===== config.mk =====
export PLATFORM = sky130hd
export DESIGN_NAME = vga_timing_param
export DESIGN_NICKNAME = d
export VERILOG_FILES = /design/src/rtl/vga_timing_param.sv
export SDC_FILE = /design/constraint.sdc
export NUM_CORES = 1
export LEC_CHECK = 0
export BUFFER_PORTS_ARGS = -buffer_cell sky130_fd_sc_hd__clkbuf_2
export CELL_PAD_IN_SITES_DETAIL_PLACEMENT = 1
export CELL_PAD_IN_SITES_GLOBAL_PLACEMENT = 1
export CORE_ASPECT_RATIO = 0.8
export CORE_MARGIN = 5
export CORE_UTILIZATION = 48
export CTS_BUF_LIST = sky130_fd_sc_hd__clkbuf_16
export CTS_CLUSTER_SIZE = 20
export DETAILED_ROUTE_END_ITERATION = 12
export PLACE_DENSITY = 0.81
export REMOVE_ABC_BUFFERS = 1
export SLEW_MARGIN = 40
export SYNTH_ARGS = -nofsm -noshare
export SYNTH_HDL_FRONTEND = slang
export SYNTH_SLANG_ARGS = --single-unit

===== constraint.sdc =====
create_clock -name clk -period 4.36 [get_ports clk]
set_input_delay 0.218 -clock clk [delete_from_list [all_inputs] [get_ports clk]]
set_output_delay 0.218 -clock clk [all_outputs]
set_load 0.03 [all_outputs]

===== src/rtl/vga_timing_param.sv =====
// Parametrised VGA timing generator: integer clock divider feeding h/v counters,
// with registered sync, data-enable, active coordinates and line/frame strobes.
module vga_timing_param #(
    parameter int clk_freq   = 50000000,
    parameter int pixel_freq = 25000000,
    parameter int H_ACTIVE   = 640,
    parameter int H_FP       = 16,
    parameter int H_SYNC     = 96,
    parameter int H_BP       = 48,
    parameter int V_ACTIVE   = 480,
    parameter int V_FP       = 10,
    parameter int V_SYNC     = 2,
    parameter int V_BP       = 33,
    parameter bit H_POL      = 1'b0,
    parameter bit V_POL      = 1'b0,
    parameter int H_WIDTH    = 10,
    parameter int V_WIDTH    = 9
) (
    input  logic               clk,
    input  logic               reset,
    input  logic               enable,
    output logic               h_sync,
    output logic               v_sync,
    output logic [H_WIDTH-1:0] h_pixel,
    output logic [V_WIDTH-1:0] v_pixel,
    output logic               de,
    output logic               pixel_tick,
    output logic               line_start,
    output logic               frame_start
);
    localparam int DIV     = clk_freq / pixel_freq;
    localparam int H_TOTAL = H_ACTIVE + H_FP + H_SYNC + H_BP;
    localparam int V_TOTAL = V_ACTIVE + V_FP + V_SYNC + V_BP;
    localparam int HCW     = $clog2(H_TOTAL);
    localparam int VCW     = $clog2(V_TOTAL);
    localparam int DW      = (DIV > 1) ? $clog2(DIV) : 1;

    localparam logic [DW-1:0]  DIV_LAST = DW'(DIV - 1);
    localparam logic [DW-1:0]  DIV_ONE  = DW'(1);
    localparam logic [HCW-1:0] H_LAST   = HCW'(H_TOTAL - 1);
    localparam logic [HCW-1:0] H_ONE    = HCW'(1);
    localparam logic [VCW-1:0] V_LAST   = VCW'(V_TOTAL - 1);
    localparam logic [VCW-1:0] V_ONE    = VCW'(1);

    if (DIV < 1 || (clk_freq % pixel_freq) != 0) begin : g_bad_div
        $error("clk_freq must be a positive integer multiple of pixel_freq");
    end
    if ((H_ACTIVE - 1) >= (1 << H_WIDTH) || (V_ACTIVE - 1) >= (1 << V_WIDTH)) begin : g_bad_width
        $error("H_WIDTH/V_WIDTH too narrow for the active area");
    end

    logic [DW-1:0]      div_q, div_d;
    logic [HCW-1:0]     h_cnt_q, h_cnt_d;
    logic [VCW-1:0]     v_cnt_q, v_cnt_d;
    logic               h_sync_q, h_sync_d;
    logic               v_sync_q, v_sync_d;
    logic [H_WIDTH-1:0] h_pixel_q, h_pixel_d;
    logic [V_WIDTH-1:0] v_pixel_q, v_pixel_d;
    logic               de_q, de_d;
    logic               pixel_tick_q, pixel_tick_d;
    logic               line_start_q, line_start_d;
    logic               frame_start_q, frame_start_d;
    logic               tick;
    logic               in_active;

    assign tick      = enable && (div_q == DIV_LAST);
    assign in_active = (int'(h_cnt_q) < H_ACTIVE) && (int'(v_cnt_q) < V_ACTIVE);

    always_comb begin
        // NOTE: every always_comb target is given a default first so no path can infer a latch.
        div_d         = div_q;
        h_cnt_d       = h_cnt_q;
        v_cnt_d       = v_cnt_q;
        h_sync_d      = h_sync_q;
        v_sync_d      = v_sync_q;
        h_pixel_d     = h_pixel_q;
        v_pixel_d     = v_pixel_q;
        de_d          = de_q;
        pixel_tick_d  = tick;
        line_start_d  = tick && (h_cnt_q == '0);
        frame_start_d = tick && (h_cnt_q == '0) && (v_cnt_q == '0);

        if (!enable) begin
            // Dropping enable behaves like reset: counters cleared, outputs idle.
            div_d     = '0;
            h_cnt_d   = '0;
            v_cnt_d   = '0;
            h_sync_d  = ~H_POL;
            v_sync_d  = ~V_POL;
            h_pixel_d = '0;
            v_pixel_d = '0;
            de_d      = 1'b0;
        end else if (tick) begin
            // Outputs describe the pixel being left; counters then advance.
            de_d      = in_active;
            h_sync_d  = (int'(h_cnt_q) >= H_ACTIVE + H_FP &&
                         int'(h_cnt_q) <  H_ACTIVE + H_FP + H_SYNC) ? H_POL : ~H_POL;
            v_sync_d  = (int'(v_cnt_q) >= V_ACTIVE + V_FP &&
                         int'(v_cnt_q) <  V_ACTIVE + V_FP + V_SYNC) ? V_POL : ~V_POL;
            h_pixel_d = in_active ? H_WIDTH'(h_cnt_q) : '0;
            v_pixel_d = in_active ? V_WIDTH'(v_cnt_q) : '0;
            div_d     = '0;
            if (h_cnt_q == H_LAST) begin
                h_cnt_d = '0;
                v_cnt_d = (v_cnt_q == V_LAST) ? '0 : v_cnt_q + V_ONE;
            end else begin
                h_cnt_d = h_cnt_q + H_ONE;
            end
        end else begin
            div_d = div_q + DIV_ONE;
        end
    end

    always_ff @(posedge clk or negedge reset) begin
        if (!reset) begin
            div_q         <= '0;
            h_cnt_q       <= '0;
            v_cnt_q       <= '0;
            h_sync_q      <= ~H_POL;
            v_sync_q      <= ~V_POL;
            h_pixel_q     <= '0;
            v_pixel_q     <= '0;
            de_q          <= 1'b0;
            pixel_tick_q  <= 1'b0;
            line_start_q  <= 1'b0;
            frame_start_q <= 1'b0;
        end else begin
            // NOTE: non-blocking assignments so every register samples pre-edge values.
            div_q         <= div_d;
            h_cnt_q       <= h_cnt_d;
            v_cnt_q       <= v_cnt_d;
            h_sync_q      <= h_sync_d;
            v_sync_q      <= v_sync_d;
            h_pixel_q     <= h_pixel_d;
            v_pixel_q     <= v_pixel_d;
            de_q          <= de_d;
            pixel_tick_q  <= pixel_tick_d;
            line_start_q  <= line_start_d;
            frame_start_q <= frame_start_d;
        end
    end

    assign h_sync      = h_sync_q;
    assign v_sync      = v_sync_q;
    assign h_pixel     = h_pixel_q;
    assign v_pixel     = v_pixel_q;
    assign de          = de_q;
    assign pixel_tick  = pixel_tick_q;
    assign line_start  = line_start_q;
    assign frame_start = frame_start_q;
endmodule


# == After elaboration in Yosys (flattened, before gate mapping) ==
# Index checks and enable logic that the tools add are counted.
# word_totals
output_inout_bits,25
wordCells,56
register_bits,46
# classes
order_cmp,6
n_reduce_logical,9
n_eq_ne,4
muxes,23
n_addsub,3
# op_table
op,count
2-to-1 mux 10 bit,10
2-to-1 mux 9 bit,3
"adder 10 x 1 -> 10 bit, second input constant",2
"equality test 10 bit, second input constant",2
logical NOT 10 bit,2
"less-than comparator 10 bit, second input constant",2
"less-than comparator 10 x 9 -> 1 bit, second input constant",2
">= comparator 10 bit, second input constant",1
">= comparator 10 x 9 -> 1 bit, second input constant",1
2-to-1 mux 1 bit,10
logical AND 1 bit,6
"!= test 2 x 1 -> 1 bit, second input constant",2
AND reduction 2 bit,1
"adder 1 bit, second input constant",1

# == Depth between registers and ports, before layout ==
# depth
depth_word,5
mapped_depth,7
depth_no_buf,6

# == Least setup slack after synthesis ==
# No wires, ideal clock.
# synth_path
path_kind,register to register
start,reg h_cnt_q[0]
end,reg v_cnt_q[7]
stages_incl_launch_ff,6
n_path_buf,0
setup_slack_ns,2.444
arrival_time_ns,1.796
required_time_ns,4.240
period_less_slack_ns,1.916
path_cell_list,dfrtp_1 -> ha_1 -> or3b_4 -> o31a_1 -> a32o_1 -> a41o_1
# synth_via
elab_chain_cells,3
# synth_lines
item,line,text
start: declaration,53,"logic [HCW-1:0] h_cnt_q, h_cnt_d;"
start signal: assignment,130,h_cnt_q <= h_cnt_d;
equality test 10 bit,103,if (h_cnt_q == H_LAST) begin
!= test 2 x 1 -> 1 bit (no source line),n/a,
AND reduction 2 bit (no source line),n/a,
end signal: assignment,131,v_cnt_q <= v_cnt_d;
end: declaration,54,"logic [VCW-1:0] v_cnt_q, v_cnt_d;"
# No other way between the ends.
# A chain may end at the register's enable or synchronous reset.

# == Worst setup path after layout ==
# layout_path
start,reg div_q
end,reg h_cnt_q[8]
# layout_via
elab_chain_cells,2
# layout_lines
item,line,text
start: declaration,52,"logic [DW-1:0] div_q, div_d;"
start signal: assignment,129,div_q <= div_d;
logical AND 1 bit,66,assign tick = enable && (div_q == DIV_LAST);
!= test 2 x 1 -> 1 bit (no source line),n/a,
# No other way between the ends.

==> summary.txt <==
Synth
  • Main synth FF type: dfrtp_1
  • Post-synth EDFFs: 0
  • Synthesized area: 0.00218 mm2
  • Post-synth top area share: 0.505
  • Synth Warn #: 0
  • Post-synth top cells: 44 x dfrtp_1, 20 x a22o_1, 15 x nand3_1, 11 x nor2_1, 10 x clkbuf_1
  • Yosys top cell by area: dfrtp_1
  • Seq/Total Area, Yosys: 0.530
  • Yosys cell types: 46
  • Most common cell in the netlist: dfrtp_1
  • Mean Syn Cell Area: 10.7 um2
  • Async set or reset register ratio after synthesis: 1.00
  • Top post-synthesis cells by area: dfrtp_1 51%, a22o_1 8.0%, nand3_1 3.4%
  • Yosys reg bits: 46
  • Synth Instances: 204

Timing
  • Setup violators final: 0
  • Min Tclk post-route: 2460 ps
  • Clock skew: 4.32 ps
  • Total negative slack: 0 ps
  • Fmax: 407 MHz
  • Max-slew headroom: 0.501
  • Slew Viols, Final: 0
  • Final period utilization: 0.564
  • Smallest hold slack: 374 ps
  • Unrepaired setup endpoints after global routing: no
  • Final hold vios: 0
  • Worst-margin pin slew: 744 ps

Clock tree
  • Post-CTS sizing: 0
  • Setup bufs post-CTS: 0
  • Root buffer cell: clkbuf_16
  • Hold_buf cts: 1
  • H-tree depth: 2
  • Clk slew on worst S/H paths: 60 ps
  • Clock latency on the worst-skew pair: 290 ps
  • TritonCTS clock tree: yes
  • Clk buf depth: 2
  • Total CTS buffers: 5
  • CTS sink count: 46

Floorplan
  • Full die area: 0.00599 mm2
  • Core box area: 0.00428 mm2
  • Die Span Y: 70.3 um
  • Initial Util: 0.509
  • Rows: 21
  • Horiz. Die Dim: 85.3 um
  • I/O pin cnt: 28

Power and ir drop
  • Worst vdd ir: 0.263 mV
  • Cell area power density: 363 mW/mm2
  • Leak pwr: 1.18 nW

Placement
  • RD Place Congestion: 0.836
  • Dpl cells: 271
  • Post-DP HPWL: 3.72 mm
  • # port buffers: 27

Drt
  • Met1 wire length: 2.44 mm
  • Vias per cell: 6.23
  • Drt initial violations: 133
  • Routed vias: 1745
  • Routed Antenna Nets: 0
  • DR WL met3: 371 um
  • Final Routed Wirelength: 5.59 mm
  • Met2 WL post-DR: 2.68 mm
  • Routed WL per cell: 20.0 um
  • Top routing layer in use: met4
  • DR DRC count: 0
  • Drt pass-1 iters: 4

Setup path
  • Kind of critical path: reg2reg
  • Crit-path leading delay family: simple AND/OR/NAND/NOR gates
  • CP Capture Type: register
  • Worst-path fanout max: 26
  • Crit path arrival time: 2610 ps
  • Slowest Stage Delay on Critical Path: 720 ps
  • Crit start category: register
  • CP Data Required Time: 4510 ps
  • Critical path buffer and inverter count: 1
  • Slowest library cell on the worst path: clkinv_1
  • Worst-path cell chain: nand2b_1 > clkinv_1 > nor4b_1 > xnor2_1 > nor2_1

Global routing
  • Global route total overflow: 0
  • Largest net degree at the start of global routing: 47
  • First-pass GRT wire length: 9.44 mm
  • Total GRT Usage: 0.202
  • Vias in the first global route: 1792
  • Initial antenna violation count: 0

Status
  • Outcome: completed

Run
  • Max Cap Viol: 0

Layout
  • Share of layout cells above drive strength 1: 0.193
  • Layout area overhead: 15.5%
  • Non-Filler Instances: 280
  • Nets: 229
  • Antenna cell count: 0

Min path
  • Hold WC Path Type: in2reg
[placed cells by master (no fill, tap or decap), types with 2 or more instances in the layout]
cell type and n:
inv_1 9, and3_1 8, nor2_1 11, xnor2_1 3
xor2_1 4, ha_1 4, nand4b_1 2, nor2b_1 2
dfstp_2 2, nor4b_1 2, dfrtp_1 44, clkbuf_2 26
clkbuf_16 5, nand3b_1 2, nor3_1 3, nand4_1 4
o21ai_0 3, nor4_1 4, a22o_1 20, and2_1 3
nand3_1 15, a31oi_1 7, a21oi_1 3, nand2_1 9
o41ai_1 2
[path summary, 6_finish.rpt]
check | startpoint | to | slack [ps] | cells after the start
setup / recovery | div_q | h_cnt_q[8] | 1900 | 5
hold / removal | enable | v_cnt_q[3] | 370 | 3
setup reg to reg | div_q | h_cnt_q[8] | 1900 | 5
hold reg to reg | de | de | 490 | 1
max in group asynchronous | reset | de | 3430 | 2
min in group asynchronous | reset | v_pixel[1] | 510 | 2
[cell type report]
class,instances,area [um2]
Inverter,9,33.8
Tap cell,57,71.3
Timing Repair Buffer,29,155
Multi-Input combinational cell,131,936
Sequential cell,46,1150
Clock buffer,5,125
Fill cell,467,1770
Clock inverter,3,41.3
[where the power goes]
group	switching, mW	internal (mW)	leakage (nW)
Sequential	0.00470	0.432	0.630
Combinational	0.0370	0.0115	0.468
Clock	0.160	0.268	0.0812
Total	0.201	0.712	1.18
[flip-flops by register name, summed over array words and instances (netlist names)]
name and cells:
frame_start 1, line_start 1, h_cnt_q 10, v_pixel 9, pixel_tick 1, h_sync 1, h_pixel 10, v_cnt_q 10
de 1, v_sync 1, div_q 1
[per-stage QoR]
stage | util | setup slack, ps | power [mW] | cell area, um2
after global placement | 0.540 | 1880 | 0.489 | 2310
after global routing | 0.587 | 1770 | 0.942 | 2520
after detailed placement | 0.542 | 1880 | 0.492 | 2320
after floorplan | - | 1570 | 0.468 | 2090
after CTS | 0.583 | 1860 | 0.921 | 2500
final | 0.587 | 1900 | 0.913 | 2520
[logic make-up after synthesis]
logic type / count (synthesis) / share of synthesized area
AO/OA/AOI/OAI: 48 / 0.176
XOR/XNOR: 7 / 0.0281
adder cells (fa/ha/maj): 4 / 0.0230
buffers and inverters: 27 / 0.0540
flip-flops: 46 / 0.530
AND/OR/NAND/NOR: 72 / 0.189
[tightest hold or removal path, cell delays in order]
cell and delay, ps:
clkbuf_2 190, nand2_1 130, o41ai_1 70
[metal layers]
layer / GRT usage / vias up
met4: 0.0650 / 0
li1: - / 798
met5: 0 / -
met2: 0.296 / 60
met1: 0.293 / 877
met3: 0.0505 / 10
Power figures use the tool's default switching activity.
